## src/rtl/mux_ser_pkg.sv

```systemverilog
// Shared types and constants for the 16:1 mux word serializer.
// Optional feature macro: MUX_SER_PARITY_EN (adds an even-parity trailer beat).
package mux_ser_pkg;

    localparam int unsigned WORD_W = 16;
    localparam int unsigned SEL_W  = 4;
    localparam logic [SEL_W-1:0] SEL_LAST = 4'd15;

`ifdef MUX_SER_PARITY_EN
    typedef enum logic [1:0] {
        S_IDLE   = 2'd0,
        S_SHIFT  = 2'd1,
        S_PARITY = 2'd2
    } state_t;

    // Even parity of a full word.
    function automatic logic word_parity(input logic [WORD_W-1:0] w);
        return ^w;
    endfunction
`else
    typedef enum logic {
        S_IDLE  = 1'b0,
        S_SHIFT = 1'b1
    } state_t;
`endif

endpackage

```

## src/rtl/mux_sel_counter.sv

```systemverilog
// Select-index counter: synchronous clear, enable, terminal-count flag.
// count_nxt_c lets the owner pre-compute outputs that depend on the next index.
module mux_sel_counter
    import mux_ser_pkg::*;
(
    input  logic             clk,
    input  logic             rst,
    input  logic             clr,
    input  logic             en,
    output logic [SEL_W-1:0] count,
    output logic [SEL_W-1:0] count_nxt_c,
    output logic             tc_c
);

    // Next index: clear has priority over increment.
    always_comb begin
        count_nxt_c = count;
        if (clr) begin
            count_nxt_c = '0;
        end else if (en) begin
            count_nxt_c = count + SEL_W'(1);
        end
    end

    // Index register.
    always_ff @(posedge clk or posedge rst) begin
        if (rst) begin
            count <= '0;
        end else begin
            count <= count_nxt_c;
        end
    end

    assign tc_c = (count == SEL_LAST);

endmodule

```

## src/rtl/mux_word_serializer.sv

```systemverilog
// Parallel-to-serial front end for the 16:1 mux datapath.
// Optional feature macro: MUX_SER_PARITY_EN (17th beat carries even parity).
// Every output is a flop loaded from the next-state decode, so out_bit and
// in_ready have no combinational path from any input.
module mux_word_serializer #(
    parameter int unsigned WIDTH = 16,
    parameter int unsigned SEL_W = 4
) (
    input  logic             clk,
    input  logic             rst,
    input  logic             in_valid,
    output logic             in_ready,
    input  logic [WIDTH-1:0] data_inputs,
    output logic             out_valid,
    input  logic             out_ready,
    output logic             out_bit,
    output logic             out_last,
    output logic [SEL_W-1:0] select_line,
    output logic             busy
);

    import mux_ser_pkg::*;

    state_t             state_q;
    state_t             state_d;
    logic [WIDTH-1:0]   word_q;
    logic [WIDTH-1:0]   word_d;

    logic               cnt_clr;
    logic               cnt_en;
    logic [SEL_W-1:0]   sel_d;
    logic               sel_tc;

    logic               in_ready_d;
    logic               out_valid_d;
    logic               out_bit_d;
    logic               out_last_d;
    logic               busy_d;

    // Select index counter; its registered count is the exported select_line.
    mux_sel_counter u_sel_cnt (
        .clk         (clk),
        .rst         (rst),
        .clr         (cnt_clr),
        .en          (cnt_en),
        .count       (select_line),
        .count_nxt_c (sel_d),
        .tc_c        (sel_tc)
    );

    // State and word registers.
    always_ff @(posedge clk or posedge rst) begin
        if (rst) begin
            state_q <= S_IDLE;
            word_q  <= '0;
        end else begin
            state_q <= state_d;
            word_q  <= word_d;
        end
    end

    // Next-state, counter control and next-output decode.
    always_comb begin
        state_d     = state_q;
        word_d      = word_q;
        cnt_clr     = 1'b0;
        cnt_en      = 1'b0;
        in_ready_d  = 1'b0;
        out_valid_d = 1'b0;
        out_bit_d   = 1'b0;
        out_last_d  = 1'b0;
        busy_d      = 1'b0;

        case (state_q)
            S_IDLE: begin
                if (in_valid) begin
                    word_d  = data_inputs;
                    cnt_clr = 1'b1;
                    state_d = S_SHIFT;
                end
            end
            S_SHIFT: begin
                if (out_ready) begin
                    if (sel_tc) begin
`ifdef MUX_SER_PARITY_EN
                        // Index holds at 15 through the parity beat.
                        state_d = S_PARITY;
`else
                        state_d = S_IDLE;
                        cnt_clr = 1'b1;
`endif
                    end else begin
                        cnt_en = 1'b1;
                    end
                end
            end
`ifdef MUX_SER_PARITY_EN
            S_PARITY: begin
                if (out_ready) begin
                    state_d = S_IDLE;
                    cnt_clr = 1'b1;
                end
            end
`endif
            default: begin
                state_d = S_IDLE;
                cnt_clr = 1'b1;
            end
        endcase

        // Outputs for the coming cycle, decoded from the next state.
        case (state_d)
            S_IDLE: begin
                in_ready_d = 1'b1;
            end
            S_SHIFT: begin
                out_valid_d = 1'b1;
                busy_d      = 1'b1;
                out_bit_d   = word_d[sel_d];
`ifndef MUX_SER_PARITY_EN
                out_last_d  = (sel_d == SEL_LAST);
`endif
            end
`ifdef MUX_SER_PARITY_EN
            S_PARITY: begin
                out_valid_d = 1'b1;
                busy_d      = 1'b1;
                out_bit_d   = word_parity(word_d);
                out_last_d  = 1'b1;
            end
`endif
            default: begin
                in_ready_d = 1'b1;
            end
        endcase
    end

    // Registered handshake and data outputs.
    always_ff @(posedge clk or posedge rst) begin
        if (rst) begin
            in_ready  <= 1'b1;
            out_valid <= 1'b0;
            out_bit   <= 1'b0;
            out_last  <= 1'b0;
            busy      <= 1'b0;
        end else begin
            in_ready  <= in_ready_d;
            out_valid <= out_valid_d;
            out_bit   <= out_bit_d;
            out_last  <= out_last_d;
            busy      <= busy_d;
        end
    end

endmodule

```

## config.mk

```make
export PLATFORM = sky130hd
export DESIGN_NAME = mux_word_serializer
export DESIGN_NICKNAME = d
export VERILOG_FILES = /design/src/rtl/mux_ser_pkg.sv /design/src/rtl/mux_sel_counter.sv /design/src/rtl/mux_word_serializer.sv
export SDC_FILE = /design/constraint.sdc
export NUM_CORES = 1
export LEC_CHECK = 0
export ABC_AREA = 1
export CORE_MARGIN = 5
export CORE_UTILIZATION = 44
export DETAILED_ROUTE_END_ITERATION = 16
export PLACE_DENSITY = 0.72
export SLEW_MARGIN = 20
export SYNTH_ARGS = -nofsm -noshare
export SYNTH_HDL_FRONTEND = slang
export SYNTH_SLANG_ARGS = --single-unit
```

## constraint.sdc

```tcl
create_clock -name clk -period 1.6 [get_ports clk]
set_input_delay 0.16 -clock clk [delete_from_list [all_inputs] [get_ports clk]]
set_output_delay 0.16 -clock clk [all_outputs]
set_load 0.02 [all_outputs]
```

# After elaboration in Yosys (flattened, before gate mapping)
# Cells that the tools add are included.
[totals]
reg_bits = 25
latchBits = 0
ram_bits = 0
mem_bits_ro = 0
inputBits = 20
out_inout_bits = 9
n_memories = 0
[op_classes]
n_addsub = 1
multipliers = 0
n_div = 0
order_cmp = 1
eq_ne = 2
n_shift = 0
muxes = 19
n_bitwise = 1
n_reduce_logical = 0
[op_table]
columns = ["operator", "count"]
rows = [
  ["16-bit 2-to-1 mux", 2],
  ["1-bit 2-to-1 mux", 12],
  ["4-bit equality test (second input constant)", 2],
  ["4-bit 2-to-1 mux", 2],
  ["4-bit by 5-bit less-than comparator with 1-bit output (second input constant)", 1],
  ["4-bit by 1-bit adder with 4-bit output (second input constant)", 1],
  ["1-bit binary-select mux with 4-bit select", 1],
  ["1-bit one-hot mux with 2 select lines", 2],
  ["1-bit inverter", 1],
]

# Longest topological paths before layout
[logic_depth]
word_depth = 9
ltp_mapped = 12
depth_no_buf = 12

# Modules after synthesis
# A second synthesis with hierarchy kept.
[hier_totals]
cells_unflattened = 144
area_unflattened_um2 = 1197.4
[by_module_without_submodules]
columns = ["module", "instances", "cells_per_inst", "area_each_um2", "seq_area_each_um2"]
rows = [
  ["mux_word_serializer", 1, 120, 998.5, 501.7],
  ["mux_sel_counter", 1, 24, 198.9, 100.1],
]

# Worst setup path before layout
# OpenSTA, ideal clock, no wires.
[synth_timing]
path_kind = "reg2reg"
start = "register u_sel_cnt.count[0]"
end = "register out_bit"
setup_time_ps = 117
arrival_ps = 1650
setup_slack_ps = -167
path_stages_with_launch = 12
cell_sequence = "dfrtp_1 > ha_1 > nand3_4 > nor2_2 > nor2_4 > nand3_2 > nand2_1 > nand3_1 > nand2_1 > nor2_2 > nor2_1 > nor2_1"
[synth_between]
elab_chain_len = 9
elab_cells_between_ends = 15
cone_classes = "1 x add/sub; 1 x eq/ne; 13 x mux"
[synth_rtl]
columns = ["element", "line", "text"]
rows = [
  ["start: declaration", "mux_sel_counter.sv:10", "output logic [SEL_W-1:0] count,"],
  ["start signal: assignment", "mux_sel_counter.sv:30", "count <= count_nxt_c;"],
  ["4-bit equality test", "mux_sel_counter.sv:34", "assign tc_c = (count == SEL_LAST);"],
  ["1-bit 2-to-1 mux", "mux_word_serializer.sv:84", "if (sel_tc) begin"],
  ["1-bit 2-to-1 mux", "mux_word_serializer.sv:83", "if (out_ready) begin"],
  ["1-bit 2-to-1 mux", "mux_word_serializer.sv:74", "case (state_q)"],
  ["4-bit 2-to-1 mux", "mux_sel_counter.sv:20", "end else if (en) begin"],
  ["4-bit 2-to-1 mux", "mux_sel_counter.sv:18", "if (clr) begin"],
  ["1-bit binary-select mux with 4-bit select", "mux_word_serializer.sv:119", "out_bit_d = word_d[sel_d];"],
  ["1-bit 2-to-1 mux (not written as such)", "mux_word_serializer.sv:119", ""],
  ["1-bit 2-to-1 mux *", "mux_word_serializer.sv:112", "case (state_d)"],
  ["named net out_bit_d", "mux_word_serializer.sv:36", "logic out_bit_d;"],
  ["end signal: assignment", "mux_word_serializer.sv:149", "out_bit <= out_bit_d;"],
  ["end: declaration", "mux_word_serializer.sv:16", "output logic out_bit,"],
]
# The timed path passes the listed nets; every way through them passes the cells marked *. The select of a mux whose other input is x is not followed.

# Final worst setup path
[layout_timing]
start = "register u_sel_cnt.count[0]"
end = "register out_bit"
[layout_between]
elab_chain_len = 9
elab_cells_between_ends = 15
cone_classes = "1 x add/sub; 1 x eq/ne; 13 x mux"
[layout_rtl]
columns = ["element", "line", "text"]
rows = [
  ["4-bit equality test", "mux_sel_counter.sv:34", ""],
  ["1-bit 2-to-1 mux", "mux_word_serializer.sv:84", ""],
  ["1-bit 2-to-1 mux", "mux_word_serializer.sv:83", ""],
  ["1-bit 2-to-1 mux", "mux_word_serializer.sv:74", ""],
  ["4-bit 2-to-1 mux", "mux_sel_counter.sv:20", ""],
  ["4-bit 2-to-1 mux *", "mux_sel_counter.sv:18", ""],
  ["named net sel_d[1]", "mux_word_serializer.sv:31", "logic [SEL_W-1:0] sel_d;"],
  ["1-bit binary-select mux with 4-bit select *", "mux_word_serializer.sv:119", ""],
  ["1-bit 2-to-1 mux (not written as such) *", "mux_word_serializer.sv:119", ""],
  ["1-bit 2-to-1 mux *", "mux_word_serializer.sv:112", ""],
  ["named net out_bit_d", "mux_word_serializer.sv:36", ""],
]
# Marks and branches as above.

==> load_flow_metrics.sql <==
INSERT INTO impl_metrics (metric_group, metric, value, unit) VALUES
('sta', 'min_period', '1.74', 'ns'),
('cts', 'numClockSinks', '24', ''),
('worst_setup_path', 'critical_path.endpoint_type', 'flip-flop', ''),
('logic_synthesis', 'ys_seq_area_frac', '0.480', ''),
('cts', 'worst_skew_pair_later_pin_latency', '0.32', 'ns'),
('status', 'violated_checks', 'negative setup slack', ''),
('detailed_routing', 'route.detailed.drc', '0', ''),
('min_path', 'holdCritPathClass', 'in -> async', ''),
('cts', 'path_clk_slew', '0.14', 'ns'),
('power_and_ir_drop', 'netSwitchingFraction', '0.431', ''),
('status', 'run_status', 'finished, violations left', ''),
('power_and_ir_drop', 'power.combinational.fraction', '0.662', ''),
('cts', 'htree_levels', '1', ''),
('worst_setup_path', 'worst-path-max-fanout', '7', ''),
('logic_synthesis', 'synthesis.area', '1250', 'um^2'),
('grt', 'pin_count_of_the_biggest_net_entering_global_routing', '25', ''),
('floorplanning', 'rows', '19', ''),
('detailed_routing', 'drtPass1Iterations', '4', ''),
('layout', 'insertedDiodeCount', '0', ''),
('sta', 'timing_hold_violations_final', '0', ''),
('cts', 'tritoncts', 'yes', ''),
('floorplanning', 'design.die.area', '4020', 'um^2'),
('worst_setup_path', 'cp-startpoint', 'u_sel_cnt.count[0]', ''),
('sta', 'hold-worst-slack', '0.157', 'ns'),
('grt', 'gr-usage-met2', '0.254', ''),
('grt', 'grt_antenna_before_repair', '0', ''),
('worst_setup_path', 'required_time_of_the_worst_setup_path', '1.84', 'ns'),
('logic_synthesis', 'synth_fp_nets', '171', ''),
('layout', 'area.growth.synth_to_final', '56.7', '%'),
('layout', 'final_net_count', '231', ''),
('grt', 'grt_overflow', '0', ''),
('detailed_routing', 'drt-total-wl', '3270', 'um'),
('logic_synthesis', 'postSynthAreaPerCell', '8.36', 'um^2'),
('worst_setup_path', 'timing.setup.critical_path_class', 'reg -> reg', ''),
('grt', 'use_met1', '0.207', ''),
('cts', 'cts-root-to-sink-buffers', '2', ''),
('detailed_routing', 'post_drt_wl_per_cell', '13.6', 'um'),
('flow_run', 'maxCapViolCount', '0', ''),
('power_and_ir_drop', 'seq_power_share', '0.255', ''),
('logic_synthesis', 'synthCells', '150', ''),
('power_and_ir_drop', 'power.static_leakage', '1.01', 'nW'),
('power_and_ir_drop', 'p_per_area', '2000', 'nW/um^2'),
('floorplanning', 'fp.coreArea', '2730', 'um^2'),
('logic_synthesis', 'synth_warnings', '0', ''),
('grt', 'grt_util_all_layers', '0.156', ''),
('worst_setup_path', 'startpoint_type', 'flip-flop', ''),
('cts', 'ctsRootBufferMaster', 'sky130_fd_sc_hd__clkbuf_4', ''),
('sta', 'period_share', '1.09', ''),
('floorplanning', 'floorplan.io_pins', '29', ''),
('placement', 'dp_hpwl', '2230', 'um'),
('worst_setup_path', 'rr_worst_depth', '12', ''),
('power_and_ir_drop', 'power_switching', '0.00170', 'W'),
('floorplanning', 'floorplan.die.width', '63.4', 'um'),
('placement', 'finalWeightedCongestion', '0.863', ''),
('floorplanning', 'initial_utilization', '0.459', ''),
('placement', 'post-place-ws', '-0.198', 'ns'),
('sta', 'final_max_slew_viol_count', '0', ''),
('sta', 'max_slew_margin', '0.799', ''),
('power_and_ir_drop', 'power.ir.vdd_worst', '1.76', 'mV'),
('logic_synthesis', 'synth_cell_type_count', '23', ''),
('sta', 'total_negative_slack', '-0.189', 'ns'),
('sta', 'finalWorstSetupSlack', '-0.141', 'ns'),
('sta', 'tightest_slew', '0.302', 'ns'),
('worst_setup_path', 'worst-endpoint-arrival', '1.98', 'ns'),
('placement', 'placement.io_buffers', '28', ''),
('detailed_routing', 'drtIter0Drc', '35', ''),
('sta', 'timing.fmax', '575', 'MHz'),
('sta', 'grt_setup_unrepaired', 'true', ''),
('worst_setup_path', 'reg2reg_start', 'u_sel_cnt.count[0]', ''),
('sta', 'report.final.setup_viol', '2', ''),
('cts', 'total_clock_buffers_created_by_cts', '3', '');
[synthesized netlist by cell type]
cell	number	area share
sky130_fd_sc_hd__buf_4	3	0.018
sky130_fd_sc_hd__clkinv_4	1	0.0070
sky130_fd_sc_hd__dfrtp_1	23	0.46
sky130_fd_sc_hd__dfstp_2	1	0.021
sky130_fd_sc_hd__ha_1	1	0.010
sky130_fd_sc_hd__inv_1	9	0.027
sky130_fd_sc_hd__inv_2	2	0.0060
sky130_fd_sc_hd__inv_4	1	0.0050
sky130_fd_sc_hd__nand2_1	68	0.20
sky130_fd_sc_hd__nand2_2	2	0.010
sky130_fd_sc_hd__nand2_4	3	0.027
sky130_fd_sc_hd__nand3_1	14	0.056
sky130_fd_sc_hd__nand3_2	1	0.0080
sky130_fd_sc_hd__nand3_4	2	0.028
sky130_fd_sc_hd__nand4_1	4	0.020
sky130_fd_sc_hd__nor2_1	5	0.015
sky130_fd_sc_hd__nor2_2	2	0.010
sky130_fd_sc_hd__nor2_4	3	0.027
sky130_fd_sc_hd__nor2_8	1	0.016
sky130_fd_sc_hd__nor3_2	1	0.0080
sky130_fd_sc_hd__nor4_1	1	0.0050
sky130_fd_sc_hd__o21ai_2	1	0.0070
sky130_fd_sc_hd__xor2_1	1	0.0070
[per-layer routing]
metal | share of wire | wire, um
met5 | 0 | 0
met4 | 0.012 | 38
met3 | 0.060 | 196
met2 | 0.52 | 1700
met1 | 0.41 | 1330
[cells in the final DEF (no fill, tap or decap), types with 2 or more instances in the layout]
| cell type | synthesis | routed |
|---|---|---|
| sky130_fd_sc_hd__nand2_1 | 68 | 64 |
| sky130_fd_sc_hd__dfrtp_1 | 23 | 21 |
| sky130_fd_sc_hd__clkdlybuf4s50_1 | 0 | 21 |
| sky130_fd_sc_hd__buf_4 | 3 | 21 |
| sky130_fd_sc_hd__nand3_1 | 14 | 9 |
| sky130_fd_sc_hd__inv_1 | 9 | 8 |
| sky130_fd_sc_hd__nand2_2 | 2 | 6 |
| sky130_fd_sc_hd__nand3_2 | 1 | 6 |
| sky130_fd_sc_hd__dlygate4sd2_1 | 0 | 5 |
| sky130_fd_sc_hd__buf_6 | 0 | 5 |
| sky130_fd_sc_hd__nor2_4 | 3 | 4 |
| sky130_fd_sc_hd__nand4_1 | 4 | 4 |
| sky130_fd_sc_hd__nor2_1 | 5 | 4 |
| sky130_fd_sc_hd__nand3_4 | 2 | 3 |
| sky130_fd_sc_hd__nand2_4 | 3 | 3 |
| sky130_fd_sc_hd__inv_2 | 2 | 3 |
| sky130_fd_sc_hd__clkbuf_4 | 0 | 3 |
| sky130_fd_sc_hd__buf_12 | 0 | 3 |
| sky130_fd_sc_hd__nor2_2 | 2 | 2 |
| sky130_fd_sc_hd__dlymetal6s2s_1 | 0 | 2 |
| sky130_fd_sc_hd__dfrtp_2 | 0 | 2 |
[registers in the layout, indices dropped and copies added, names as in the netlist]
| signal | cells |
|---|---|
| out_bit | 1 |
| u_sel_cnt.count | 4 |
| in_ready | 1 |
| out_last | 1 |
| word_q | 16 |
| busy | 1 |
[cells by family after synthesis]
kind of cell | after synthesis | share of synthesized area
compound gates | 1 | 0.00699
fa+ha+maj | 1 | 0.00998
xor+xnor | 1 | 0.00699
simple gates | 107 | 0.433
flops | 24 | 0.480
buf+inv | 16 | 0.0629
[through the flow]
step | total power [W] | util | area (um^2) | cells
2_1_floorplan | 0.00230 | - | 1280 | 150
3_3_place_gp | 0.00310 | 0.641 | 1750 | 226
3_5_place_dp | 0.00315 | 0.641 | 1750 | 226
4_1_cts | 0.00356 | 0.670 | 1830 | 234
5_1_grt | 0.00424 | 0.719 | 1960 | 240
6_report | 0.00394 | 0.719 | 1960 | 240
[critical path: stages, from the launching register on]
cell,delay (ns)
sky130_fd_sc_hd__dfrtp_2,0.45
sky130_fd_sc_hd__ha_4,0.17
sky130_fd_sc_hd__nand3_4,0.09
sky130_fd_sc_hd__nor2_4,0.06
sky130_fd_sc_hd__nor2_4,0.12
sky130_fd_sc_hd__buf_12,0.14
sky130_fd_sc_hd__inv_6,0.05
sky130_fd_sc_hd__nor2_4,0.17
sky130_fd_sc_hd__nand3_1,0.13
sky130_fd_sc_hd__nand3_2,0.09
sky130_fd_sc_hd__nand3_1,0.07
sky130_fd_sc_hd__nand2_1,0.06
sky130_fd_sc_hd__nor2_1,0.04
[power by group through the flow]
stage	combinational, W	clock (W)	sequential [W]
after global placement	0.00209	0	0.00101
after detailed placement	0.00213	0	0.00102
final	0.00261	0.000327	0.00100
after floorplan	0.00118	0	0.00113
after CTS	0.00223	0.000326	0.00101
after global routing	0.00284	0.000368	0.00103
[what timing repair did]
| item | CTS | global route |
|---|---|---|
| resized for setup | 9 | 18 |
| endpoints found under the setup margin | 8 | 6 |
| buffers inserted | 4 | 6 |
| pin swaps | 7 | 16 |
| cloned | 0 | 1 |
[worst paths after layout]
check	end	slack, ns
worst max-delay path	out_bit	-0.14
max in group asynchronous	in_ready	1.16
worst min-delay path	word_q[0]	0.16
worst min register to register	word_q[15]	0.50
min in group clk	word_q[4]	0.38
worst max register to register	out_bit	-0.14
[final cells by class]
cell class | count | area (um^2)
Fill cell | 212 | 769
Timing Repair Buffer | 57 | 553
Clock buffer | 4 | 36.3
Tap cell | 31 | 38.8
Multi-Input combinational cell | 111 | 673
Sequential cell | 24 | 604
Inverter | 13 | 58.8
Power figures use the tool's default switching activity.
